===== src/rtl/cordic_fsm_control_if.sv =====
// Control/status bundle between the CORDIC sequencer (master) and the
// datapath / FPU / request side (slave).
interface cordic_fsm_control_if #(
  parameter int unsigned D = 5
);
  logic         BEG_CORDIC;
  logic         ACK_SUM;
  logic         O_F;
  logic         U_F;
  logic [D-1:0] CONT_ITERA;
  logic         MS_1;
  logic [1:0]   MS_4;
  logic [1:0]   MS_2;
  logic [1:0]   MS_3;
  logic         EN_REG1X;
  logic         EN_REG1Y;
  logic         EN_REG1Z;
  logic         EN_REG2;
  logic         EN_REG2XYZ;
  logic         EN_REG3;
  logic         EN_REG4;
  logic         ADD_SUBT;
  logic         Begin_SUM;
  logic         CLK_CDIR;
  logic         BUSY;
  logic         RDY;
  logic         ERR_OVF;
  logic         ERR_TMO;

  modport master (
    input  BEG_CORDIC, ACK_SUM, O_F, U_F, CONT_ITERA,
    output MS_1, MS_4, MS_2, MS_3,
           EN_REG1X, EN_REG1Y, EN_REG1Z, EN_REG2, EN_REG2XYZ, EN_REG3, EN_REG4,
           ADD_SUBT, Begin_SUM, CLK_CDIR, BUSY, RDY, ERR_OVF, ERR_TMO
  );

  modport slave (
    output BEG_CORDIC, ACK_SUM, O_F, U_F, CONT_ITERA,
    input  MS_1, MS_4, MS_2, MS_3,
           EN_REG1X, EN_REG1Y, EN_REG1Z, EN_REG2, EN_REG2XYZ, EN_REG3, EN_REG4,
           ADD_SUBT, Begin_SUM, CLK_CDIR, BUSY, RDY, ERR_OVF, ERR_TMO
  );
endinterface


===== src/rtl/cordic_fsm_control.sv =====
// CORDIC datapath sequencer: init, N_ITER micro-rotations, final capture and
// counter rewind, with FPU add/sub handshake, watchdog and sticky error flags.
module cordic_fsm_control #(
  parameter int unsigned N_ITER = 25,
  parameter int unsigned D      = 5,
  parameter int unsigned TMO    = 255
) (
  input  logic                 CLK,
  input  logic                 RST,
  cordic_fsm_control_if.master bus
);

  localparam int unsigned WDW     = $clog2(TMO + 1);
  localparam logic [D-1:0] LAST_IT = D'(N_ITER - 1);
  localparam logic [D-1:0] CNT_MAX = {D{1'b1}};

  typedef enum logic [3:0] {
    S_IDLE, S_LOAD, S_SETUP, S_START, S_WAIT,
    S_ROM_WAIT, S_LATCH, S_STEP, S_REWIND, S_DONE
  } state_e;

  typedef enum logic [2:0] {
    OP_INIT_X, OP_INIT_Y, OP_ROT_Z, OP_ROT_Y, OP_ROT_X, OP_FINAL
  } op_e;

  typedef enum logic [1:0] {DST_X, DST_Y, DST_Z, DST_R4} dst_e;

  typedef struct packed {
    logic [1:0] ms4;
    logic [1:0] ms2;
    logic [1:0] ms3;
    logic       add_subt;
    dst_e       dst;
  } op_t;

  // Per-op mux selects, FPU operation and destination register.
  function automatic op_t op_decode(input op_e op);
    op_t f;
    f = '0;
    case (op)
      OP_INIT_X: f = '{ms4: 2'b10, ms2: 2'b00, ms3: 2'b00, add_subt: 1'b0, dst: DST_X};
      OP_INIT_Y: f = '{ms4: 2'b10, ms2: 2'b00, ms3: 2'b00, add_subt: 1'b1, dst: DST_Y};
      OP_ROT_Z:  f = '{ms4: 2'b01, ms2: 2'b00, ms3: 2'b00, add_subt: 1'b0, dst: DST_Z};
      OP_ROT_Y:  f = '{ms4: 2'b01, ms2: 2'b01, ms3: 2'b01, add_subt: 1'b0, dst: DST_Y};
      OP_ROT_X:  f = '{ms4: 2'b01, ms2: 2'b10, ms3: 2'b10, add_subt: 1'b0, dst: DST_X};
      OP_FINAL:  f = '{ms4: 2'b00, ms2: 2'b00, ms3: 2'b00, add_subt: 1'b0, dst: DST_R4};
      default:   f = '0;
    endcase
    return f;
  endfunction

  state_e         state_q, state_d;
  op_e            op_q, op_d;
  logic [WDW-1:0] wdog_q, wdog_d;
  logic           err_ovf_q, err_ovf_d;
  logic           err_tmo_q, err_tmo_d;
  op_t            op_f;

  assign op_f        = op_decode(op_q);
  assign bus.ERR_OVF = err_ovf_q;
  assign bus.ERR_TMO = err_tmo_q;

  always_ff @(posedge CLK) begin
    if (RST) begin
      state_q   <= S_IDLE;
      op_q      <= OP_INIT_X;
      wdog_q    <= '0;
      err_ovf_q <= 1'b0;
      err_tmo_q <= 1'b0;
    end else begin
      state_q   <= state_d;
      op_q      <= op_d;
      wdog_q    <= wdog_d;
      err_ovf_q <= err_ovf_d;
      err_tmo_q <= err_tmo_d;
    end
  end

  always_comb begin
    state_d        = state_q;
    op_d           = op_q;
    wdog_d         = '0;
    err_ovf_d      = err_ovf_q;
    err_tmo_d      = err_tmo_q;
    bus.MS_1       = 1'b0;
    bus.MS_4       = 2'b00;
    bus.MS_2       = 2'b00;
    bus.MS_3       = 2'b00;
    bus.EN_REG1X   = 1'b0;
    bus.EN_REG1Y   = 1'b0;
    bus.EN_REG1Z   = 1'b0;
    bus.EN_REG2    = 1'b0;
    bus.EN_REG2XYZ = 1'b0;
    bus.EN_REG3    = 1'b0;
    bus.EN_REG4    = 1'b0;
    bus.ADD_SUBT   = 1'b0;
    bus.Begin_SUM  = 1'b0;
    bus.CLK_CDIR   = 1'b0;
    bus.RDY        = 1'b0;
    bus.BUSY       = (state_q != S_IDLE);

    // Selects held steady for the whole life of an FPU op.
    if (state_q inside {S_SETUP, S_START, S_WAIT}) begin
      bus.MS_4     = op_f.ms4;
      bus.MS_2     = op_f.ms2;
      bus.MS_3     = op_f.ms3;
      bus.ADD_SUBT = op_f.add_subt;
    end

    case (state_q)
      S_IDLE: begin
        if (bus.BEG_CORDIC && (bus.CONT_ITERA == '0)) begin
          err_ovf_d = 1'b0;
          err_tmo_d = 1'b0;
          state_d   = S_LOAD;
        end
      end
      S_LOAD: begin
        bus.EN_REG3  = 1'b1;
        bus.MS_1     = 1'b1;
        bus.EN_REG1Z = 1'b1;
        op_d         = OP_INIT_X;
        state_d      = S_SETUP;
      end
      S_SETUP: begin
        bus.EN_REG2XYZ = 1'b1;
        state_d        = S_START;
      end
      S_START: begin
        bus.Begin_SUM = 1'b1;
        state_d       = S_WAIT;
      end
      S_WAIT: begin
        if (bus.ACK_SUM) begin
          bus.EN_REG1X = (op_f.dst == DST_X);
          bus.EN_REG1Y = (op_f.dst == DST_Y);
          bus.EN_REG1Z = (op_f.dst == DST_Z);
          bus.EN_REG4  = (op_f.dst == DST_R4);
          if (bus.O_F || bus.U_F) err_ovf_d = 1'b1;
          case (op_q)
            OP_INIT_X: begin op_d = OP_INIT_Y; state_d = S_SETUP; end
            OP_INIT_Y: state_d = S_ROM_WAIT;
            OP_ROT_Z:  begin op_d = OP_ROT_Y; state_d = S_SETUP; end
            OP_ROT_Y:  begin op_d = OP_ROT_X; state_d = S_SETUP; end
            OP_ROT_X:  state_d = S_STEP;
            OP_FINAL:  state_d = S_REWIND;
            default:   state_d = S_IDLE;
          endcase
        end else if (wdog_q == WDW'(TMO - 1)) begin
          err_tmo_d = 1'b1;
          state_d   = S_REWIND;
        end else begin
          wdog_d = wdog_q + WDW'(1);
        end
      end
      S_ROM_WAIT: state_d = S_LATCH;
      S_LATCH: begin
        bus.EN_REG2 = 1'b1;
        op_d        = OP_ROT_Z;
        state_d     = S_SETUP;
      end
      S_STEP: begin
        bus.CLK_CDIR = 1'b1;
        if (bus.CONT_ITERA == LAST_IT) begin
          op_d    = OP_FINAL;
          state_d = S_SETUP;
        end else begin
          state_d = S_ROM_WAIT;
        end
      end
      // Leave once the counter is zero or this pulse wraps it to zero.
      S_REWIND: begin
        bus.CLK_CDIR = (bus.CONT_ITERA != '0);
        if ((bus.CONT_ITERA == '0) || (bus.CONT_ITERA == CNT_MAX)) state_d = S_DONE;
      end
      S_DONE: begin
        bus.RDY = 1'b1;
        state_d = S_IDLE;
      end
      default: state_d = S_IDLE;
    endcase
  end

endmodule


===== src/flat_wrapper.sv =====
// flat-port wrapper written by rule: the top's interface ports become plain ports
module cordic_fsm_control_flat 
#(
  parameter int unsigned N_ITER = 25,
  parameter int unsigned D      = 5,
  parameter int unsigned TMO    = 255
)
  (CLK, RST, bus_BEG_CORDIC, bus_ACK_SUM, bus_O_F, bus_U_F, bus_CONT_ITERA, bus_MS_1, bus_MS_4, bus_MS_2, bus_MS_3, bus_EN_REG1X, bus_EN_REG1Y, bus_EN_REG1Z, bus_EN_REG2, bus_EN_REG2XYZ, bus_EN_REG3, bus_EN_REG4, bus_ADD_SUBT, bus_Begin_SUM, bus_CLK_CDIR, bus_BUSY, bus_RDY, bus_ERR_OVF, bus_ERR_TMO);
  cordic_fsm_control_if #(.D(D)) bus_i ();
  input  logic CLK;
  input  logic RST;
  input wire logic [$bits(bus_i.BEG_CORDIC)-1:0] bus_BEG_CORDIC;
  input wire logic [$bits(bus_i.ACK_SUM)-1:0] bus_ACK_SUM;
  input wire logic [$bits(bus_i.O_F)-1:0] bus_O_F;
  input wire logic [$bits(bus_i.U_F)-1:0] bus_U_F;
  input wire logic [$bits(bus_i.CONT_ITERA)-1:0] bus_CONT_ITERA;
  output wire logic [$bits(bus_i.MS_1)-1:0] bus_MS_1;
  output wire logic [$bits(bus_i.MS_4)-1:0] bus_MS_4;
  output wire logic [$bits(bus_i.MS_2)-1:0] bus_MS_2;
  output wire logic [$bits(bus_i.MS_3)-1:0] bus_MS_3;
  output wire logic [$bits(bus_i.EN_REG1X)-1:0] bus_EN_REG1X;
  output wire logic [$bits(bus_i.EN_REG1Y)-1:0] bus_EN_REG1Y;
  output wire logic [$bits(bus_i.EN_REG1Z)-1:0] bus_EN_REG1Z;
  output wire logic [$bits(bus_i.EN_REG2)-1:0] bus_EN_REG2;
  output wire logic [$bits(bus_i.EN_REG2XYZ)-1:0] bus_EN_REG2XYZ;
  output wire logic [$bits(bus_i.EN_REG3)-1:0] bus_EN_REG3;
  output wire logic [$bits(bus_i.EN_REG4)-1:0] bus_EN_REG4;
  output wire logic [$bits(bus_i.ADD_SUBT)-1:0] bus_ADD_SUBT;
  output wire logic [$bits(bus_i.Begin_SUM)-1:0] bus_Begin_SUM;
  output wire logic [$bits(bus_i.CLK_CDIR)-1:0] bus_CLK_CDIR;
  output wire logic [$bits(bus_i.BUSY)-1:0] bus_BUSY;
  output wire logic [$bits(bus_i.RDY)-1:0] bus_RDY;
  output wire logic [$bits(bus_i.ERR_OVF)-1:0] bus_ERR_OVF;
  output wire logic [$bits(bus_i.ERR_TMO)-1:0] bus_ERR_TMO;
  assign bus_i.BEG_CORDIC = bus_BEG_CORDIC;
  assign bus_i.ACK_SUM = bus_ACK_SUM;
  assign bus_i.O_F = bus_O_F;
  assign bus_i.U_F = bus_U_F;
  assign bus_i.CONT_ITERA = bus_CONT_ITERA;
  assign bus_MS_1 = bus_i.MS_1;
  assign bus_MS_4 = bus_i.MS_4;
  assign bus_MS_2 = bus_i.MS_2;
  assign bus_MS_3 = bus_i.MS_3;
  assign bus_EN_REG1X = bus_i.EN_REG1X;
  assign bus_EN_REG1Y = bus_i.EN_REG1Y;
  assign bus_EN_REG1Z = bus_i.EN_REG1Z;
  assign bus_EN_REG2 = bus_i.EN_REG2;
  assign bus_EN_REG2XYZ = bus_i.EN_REG2XYZ;
  assign bus_EN_REG3 = bus_i.EN_REG3;
  assign bus_EN_REG4 = bus_i.EN_REG4;
  assign bus_ADD_SUBT = bus_i.ADD_SUBT;
  assign bus_Begin_SUM = bus_i.Begin_SUM;
  assign bus_CLK_CDIR = bus_i.CLK_CDIR;
  assign bus_BUSY = bus_i.BUSY;
  assign bus_RDY = bus_i.RDY;
  assign bus_ERR_OVF = bus_i.ERR_OVF;
  assign bus_ERR_TMO = bus_i.ERR_TMO;
  cordic_fsm_control #(.N_ITER(N_ITER), .D(D), .TMO(TMO)) u_core (.CLK(CLK), .RST(RST), .bus(bus_i));
endmodule

===== config.mk =====
export PLATFORM = sky130hd
export DESIGN_NAME = cordic_fsm_control_flat
export DESIGN_NICKNAME = d
export VERILOG_FILES = /design/src/rtl/cordic_fsm_control_if.sv /design/src/rtl/cordic_fsm_control.sv /design/src/flat_wrapper.sv
export SDC_FILE = /design/constraint.sdc
export NUM_CORES = 1
export LEC_CHECK = 0
export ABC_CLOCK_PERIOD_IN_PS = 1800
export BUFFER_PORTS_ARGS = -buffer_cell sky130_fd_sc_hd__buf_2
export CORE_ASPECT_RATIO = 0.75
export CORE_MARGIN = 2
export CORE_UTILIZATION = 50
export DETAILED_ROUTE_END_ITERATION = 10
export PLACE_DENSITY_LB_ADDON = 0.15
export SKIP_LAST_GASP = 1
export SYNTH_ARGS = -nofsm -noshare
export SYNTH_HDL_FRONTEND = slang
export SYNTH_SLANG_ARGS = --single-unit

===== constraint.sdc =====
create_clock -name CLK -period 1.8 [get_ports CLK]
set_input_delay 0 -clock CLK [delete_from_list [all_inputs] [get_ports CLK]]
set_output_delay 0 -clock CLK [all_outputs]
set_load 0.1 [all_outputs]

After elaboration in Yosys (flattened, before gate mapping)
Index checks and enable logic that the tools add are counted.
Operators by class
  add/sub/neg operators: 1
  multiply operators: 0
  div/mod/pow operators: 0
  order comparisons: 0
  equal/unequal tests: 29
  shifts and indexed selects: 0
  multiplexer cells: 37
  bitwise gates (word level): 1
  reductions and logical operators: 19
Operator list (number)
  9-bit case mux with 6 select lines: 1
  4-bit case mux with 8 select lines: 1
  1-bit 2-to-1 mux: 18
  4-bit by 3-bit equality test with 1-bit output, second input constant: 4
  4-bit 2-to-1 mux: 4
  4-bit case mux with 4 select lines: 1
  3-bit case mux with 4 select lines: 1
  4-bit AND reduction: 3
  5-bit equality test, second input constant: 2
  3-bit 2-to-1 mux: 3
  3-bit case mux with 3 select lines: 1
  8-bit by 1-bit adder with 8-bit output, second input constant: 1
  4-bit by 2-bit equality test with 1-bit output, second input constant: 2
  4-bit equality test, second input constant: 2
  8-bit equality test, second input constant: 1
  2-bit != test, second input constant: 4
  1-bit case mux with 2 select lines: 4
  4-bit nonzero test: 2
  3-bit by 2-bit equality test with 1-bit output, second input constant: 2
  3-bit equality test, second input constant: 2
  2-bit 2-to-1 mux: 3
  2-bit by 1-bit != test with 1-bit output, second input constant: 3
  5-bit zero test: 1
  5-bit nonzero test: 1
  18 further kinds: 20
Word-level totals
  register bits: 17
  latch bits: 0
  bits in writable memories: 0
  ROM bits: 0
  output and inout port bits: 21
  memories kept: 0

Depth between registers and ports, before layout
  word-level depth: 5
  gate-level depth with buffers: 7
  gate-level depth less buffers: 7

Worst setup path after synthesis
No wires, ideal clock.
  path kind: register to output
  start point: register u_core.state_q[1]
  end point: output bus_MS_3[1]
  arrival: 4844 ps
  slack: -3044 ps
  stages on the path, launching flop included: 6
  path buffers: 2
  cells stage by stage: dfxtp_1 -> clkbuf_1 -> mux2_2 -> nand2_1 -> nor4b_1 -> buf_4
Between the ends
  word-level cells in the longest chain between the ends: 3
  elaborated cells between the ends (all ways): 5
RTL lines
  start, declared: RTL line cordic_fsm_control.sv:52  | state_e state_q, state_d;
  start signal, assigned: RTL line cordic_fsm_control.sv:71  | state_q <= state_d;
  4-bit by 2-bit equality test with 1-bit output or 4-bit by 3-bit equality test with 1-bit output (tied branches): RTL line cordic_fsm_control.sv:103  | if (state_q inside {S_SETUP, S_START, S_WAIT}) begin
  3-bit nonzero test (*): RTL line cordic_fsm_control.sv:103
  2-bit 2-to-1 mux (*): RTL line cordic_fsm_control.sv:103
  end, declared: RTL line flat_wrapper.sv:20  | output wire logic [$bits(bus_i.MS_3)-1:0] bus_MS_3;
Every way passes the cells marked *; elsewhere a longest branch is shown, timed or not.

Final worst setup path
  start point: register u_core.state_q[1]
  end point: register u_core.op_q[2]
Between the ends
  word-level cells in the longest chain between the ends: 3
  elaborated cells between the ends (all ways): 10
RTL lines
  4-bit by 3-bit equality test with 1-bit output or 4-bit by 1-bit equality test with 1-bit output (tied branches): RTL line cordic_fsm_control.sv:110  | case (state_q)
  4-bit != test (no source line), or another cell as far along
  4-bit AND reduction (no source line)
  end signal, assigned: RTL line cordic_fsm_control.sv:72  | op_q <= op_d;
  end, declared: RTL line cordic_fsm_control.sv:53  | op_e op_q, op_d;
Several ways; a longest one is shown, not always the timed one.
A chain may end at the register's enable or synchronous reset.

==> summary.txt <==
Timing
  • RSZ-0062 raised after global routing: yes
  • Final slew viol count: 0
  • Final worst path period share: 99.80%
  • Final-report hold violation count: 0
  • Slew @ Worst Pin: 511.4 ps
  • Fin crit period: around 1800 ps
  • Worst slew margin: 65.02%
  • Skew final: 2.805 ps
  • Hold WS: 6.319 ps
  • FMAX: about 0.56 GHz
  • # setup viols final: 0

Logic synthesis
  • Post-synth top cells: nor2_1, dfxtp_1, nand2_1
  • Synth Instances: 147
  • Most frequent cell after synthesis: nor2_1
  • Register area share after synthesis: 30.53%
  • Leading area contributor after synthesis: dfxtp_1
  • Top FF cell, synth: dfxtp_1
  • Post-synth top area share: 30.53%
  • Number of synthesized register bits: 17
  • Syn_area_per_cell: 7.584 µm²
  • Yosys Warn Count: 0
  • EDFF count, synth: 0
  • Post-synth cell types: 42
  • Area contributors post-synth: dfxtp_1, nor2_1, nor3_1, nand2_1, nand3_1
  • Syn_nets: 160
  • Mapped Area: roughly 1100 µm²
  • Ys async rst share: 0%

Finish
  • Fillers: 108
  • Nets: 206
  • P&R area growth vs syn: 62.74%
  • Share of cells above drive strength 1: 42.19%
  • Finished Layout Cells: 216
  • ANT cells: 0
  • Design Area, Final: approximately 1800 µm²
  • Final Core Density: 88.52%

Power
  • Power Density: ~760 nW/µm²
  • Clk pwr share: 16.1%
  • Switch Pwr: 0.6303 mW
  • Internal: 0.7398 mW
  • Combinational share of power: 54.3%
  • Sw Ratio: 46.00%
  • Static leakage: 0.7196 nW
  • Pwr Total: 1.370 mW
  • Sequential Power Share: 29.7%
  • Worst VDD drop: 0.7296 mV

Detailed routing
  • DR vias: 1,376
  • Iteration-0 DRC Markers: 80
  • Routed wire per std cell: 18.99 µm
  • Wl on met1: 1572 µm
  • Met2 wire length: 1912 µm
  • Post-route ant nets: 0
  • DR DRC count: 0
  • DR vias/cell: 6.370
  • Routed WL: ~4000 µm
  • DR WL met3: 450 µm
  • DR top layer: met4
  • Drt first pass iters: 5

Floorplan
  • Full die area: 2627 µm²
  • Starting Density: 54.40%
  • Die Height: between 40 and 50 µm
  • Die width: 58.53 µm
  • Rows: 14
  • Ports: 32
  • Core area: 2049 µm²

Clock network
  • Num CTS Buffers: 3
  • TritonCTS clock tree: built
  • H-tree depth: 1
  • Worst skew pair latency: 310 ps
  • Root Driver: clkbuf_4
  • Clock Tree Buf Depth: 2
  • Clock transition at path regs: around 100 ps
  • CTS sink cnt: 17

Worst setup path
  • Slowest stage delay, CP: 550 ps
  • CP cell instances: buf_8, buf_12, nand2b_1, nor2b_2, or4b_4, mux2i_1, nor2_1
  • R2r worst-path depth: 7
  • Top delay family on crit path: simple AND/OR/NAND/NOR gates
  • Crit-path slowest cell: or4b_4
  • Worst EP arrival: 2000 ps
  • R2R setup slack: 4 ps
  • Req. time, crit path: roughly 2000 ps
  • FF-to-FF End: u_core.op_q[2]$_SDFFE_PP0P_
  • Crit Path Max Fanout: 7
  • Setup CP Type: reg2reg
  • Worst Setup End Kind: flop
  • WP buf/inv: 2
  • Reg-to-Reg Start: u_core.state_q[1]$_SDFFE_PP0P_
  • Startpoint types: flop

Global route
  • Initial antenna violation count: 0
  • Vias in the first global route: 1,325
  • Overflow after GRT: 0
  • Largest net degree at the start of global routing: 13
  • First-pass GRT wire length: ~6000 µm
  • Global Route Usage Sum: a little under a third

Status
  • Status: complete, no violations

Hold path
  • Hold EP: u_core.bus.ERR_OVF$_SDFFE_PP0P_
  • Path category of the worst min-delay check: in2reg
  • Hold path cells: 3
  • Hold_sp: bus_O_F

Placed design
  • Placed inst area: 1672 µm²
  • Hpwl dp: 2831 µm
  • Port bufs: 31
  • Placed cells: a little over 200
  • Routability congestion estimate: ~0.89

Flow run
  • Max-cap viol count: 0
## cells in the final DEF, fill, tap and decap left out, drive strengths merged, types with 4 or more instances in the layout
master	netlist	layout
nor3	11	11
clkbuf	4	5
dfxtp	17	17
nor2	20	20
xnor2	4	4
a21oi	7	7
xor2	4	4
nand2	12	12
nor2b	6	6
nand3	8	8
nand2b	6	6
buf	8	51
## area by class of cell
class / count / area [µm²] / share of cell area (%)
Multi-Input combinational cell: 115 / 849.6 / 46.83
Timing Repair Buffer: 53 / 546.8 / 30.14
Inverter: 3 / 11.26 / 0.6207
Sequential cell: 17 / 350.3 / 19.31
Clock buffer: 4 / 26.28 / 1.448
Tap cell: 24 / 30.03 / 1.655
## worst reg2reg max path: cells and delay by family (launching register included)
| kind | cells | cell delay [ps] |
|---|---|---|
| AND/OR/NAND/NOR | 4 | 830 |
| flip-flops | 1 | 350 |
| buffers and inverters | 2 | 270 |
| multiplexers | 1 | 250 |
## timing repair
item / CTS / global route
setup buffers: 2 / 4
setup endpoints to repair: 5 / 9
endpoints found under the hold margin: 5 / 0
cloned: 0 / 0
resized for setup: 3 / 11
pin swaps: 2 / 1
hold buffers: 1 / 0
## per-layer routing
layer	global-route usage [%]	vias up
met1	38.65	640
met4	9.302	0
met5	0	-
met3	7.736	22
li1	-	605
met2	53.03	109
## metrics by stage
step                setup WS [ps]  setup TNS [ps]
floorplan                  -552.1           -4376
global placement            178.7               0
detailed placement          127.0               0
CTS                         12.56               0
global route               -63.62          -199.1
finish                      3.603               0
## state kept, by name, indices dropped and copies added, names as in the netlist
name,flops
u_core.bus.ERR_OVF,1
u_core.bus.ERR_TMO,1
u_core.op_q,3
u_core.state_q,4
u_core.wdog_q,8
## power by group through the flow
stage	clock, mW	combinational (mW)	sequential (mW)
3_3_place_gp	0	0.648	0.413
5_1_grt	0.235	0.768	0.407
2_1_floorplan	0	0.488	0.417
6_report	0.220	0.743	0.406
3_5_place_dp	0	0.657	0.413
4_1_cts	0.217	0.673	0.404
## worst max path at each step
stage                     cells past startpoint                           start                          end
after floorplan                               6  u_core.state_q[0]$_SDFFE_PP0P_                  bus_MS_3[1]
after global placement                        4  u_core.state_q[3]$_SDFFE_PP0P_  u_core.op_q[1]$_SDFFE_PP0P_
after detailed placement                      5  u_core.state_q[3]$_SDFFE_PP0P_  u_core.op_q[2]$_SDFFE_PP0P_
after CTS                                     6  u_core.state_q[3]$_SDFFE_PP0P_                 bus_EN_REG1X
after global routing                          4  u_core.state_q[0]$_SDFFE_PP0P_  u_core.wdog_q[3]$_SDFF_PP0_
final                                         7  u_core.state_q[1]$_SDFFE_PP0P_  u_core.op_q[2]$_SDFFE_PP0P_
## cell families after synthesis
| kind of cell | after synthesis | share of synthesized area, % |
|---|---|---|
| buffers and inverters | 15 | 6.621 |
| AND/OR/NAND/NOR | 79 | 37.26 |
| XOR/XNOR | 8 | 6.284 |
| AO/OA/AOI/OAI | 24 | 15.15 |
| multiplexers | 2 | 1.908 |
| flip-flops | 17 | 30.53 |
| adder cells (fa/ha/maj) | 2 | 2.244 |
Note: power is estimated with default switching activity, not from simulation.
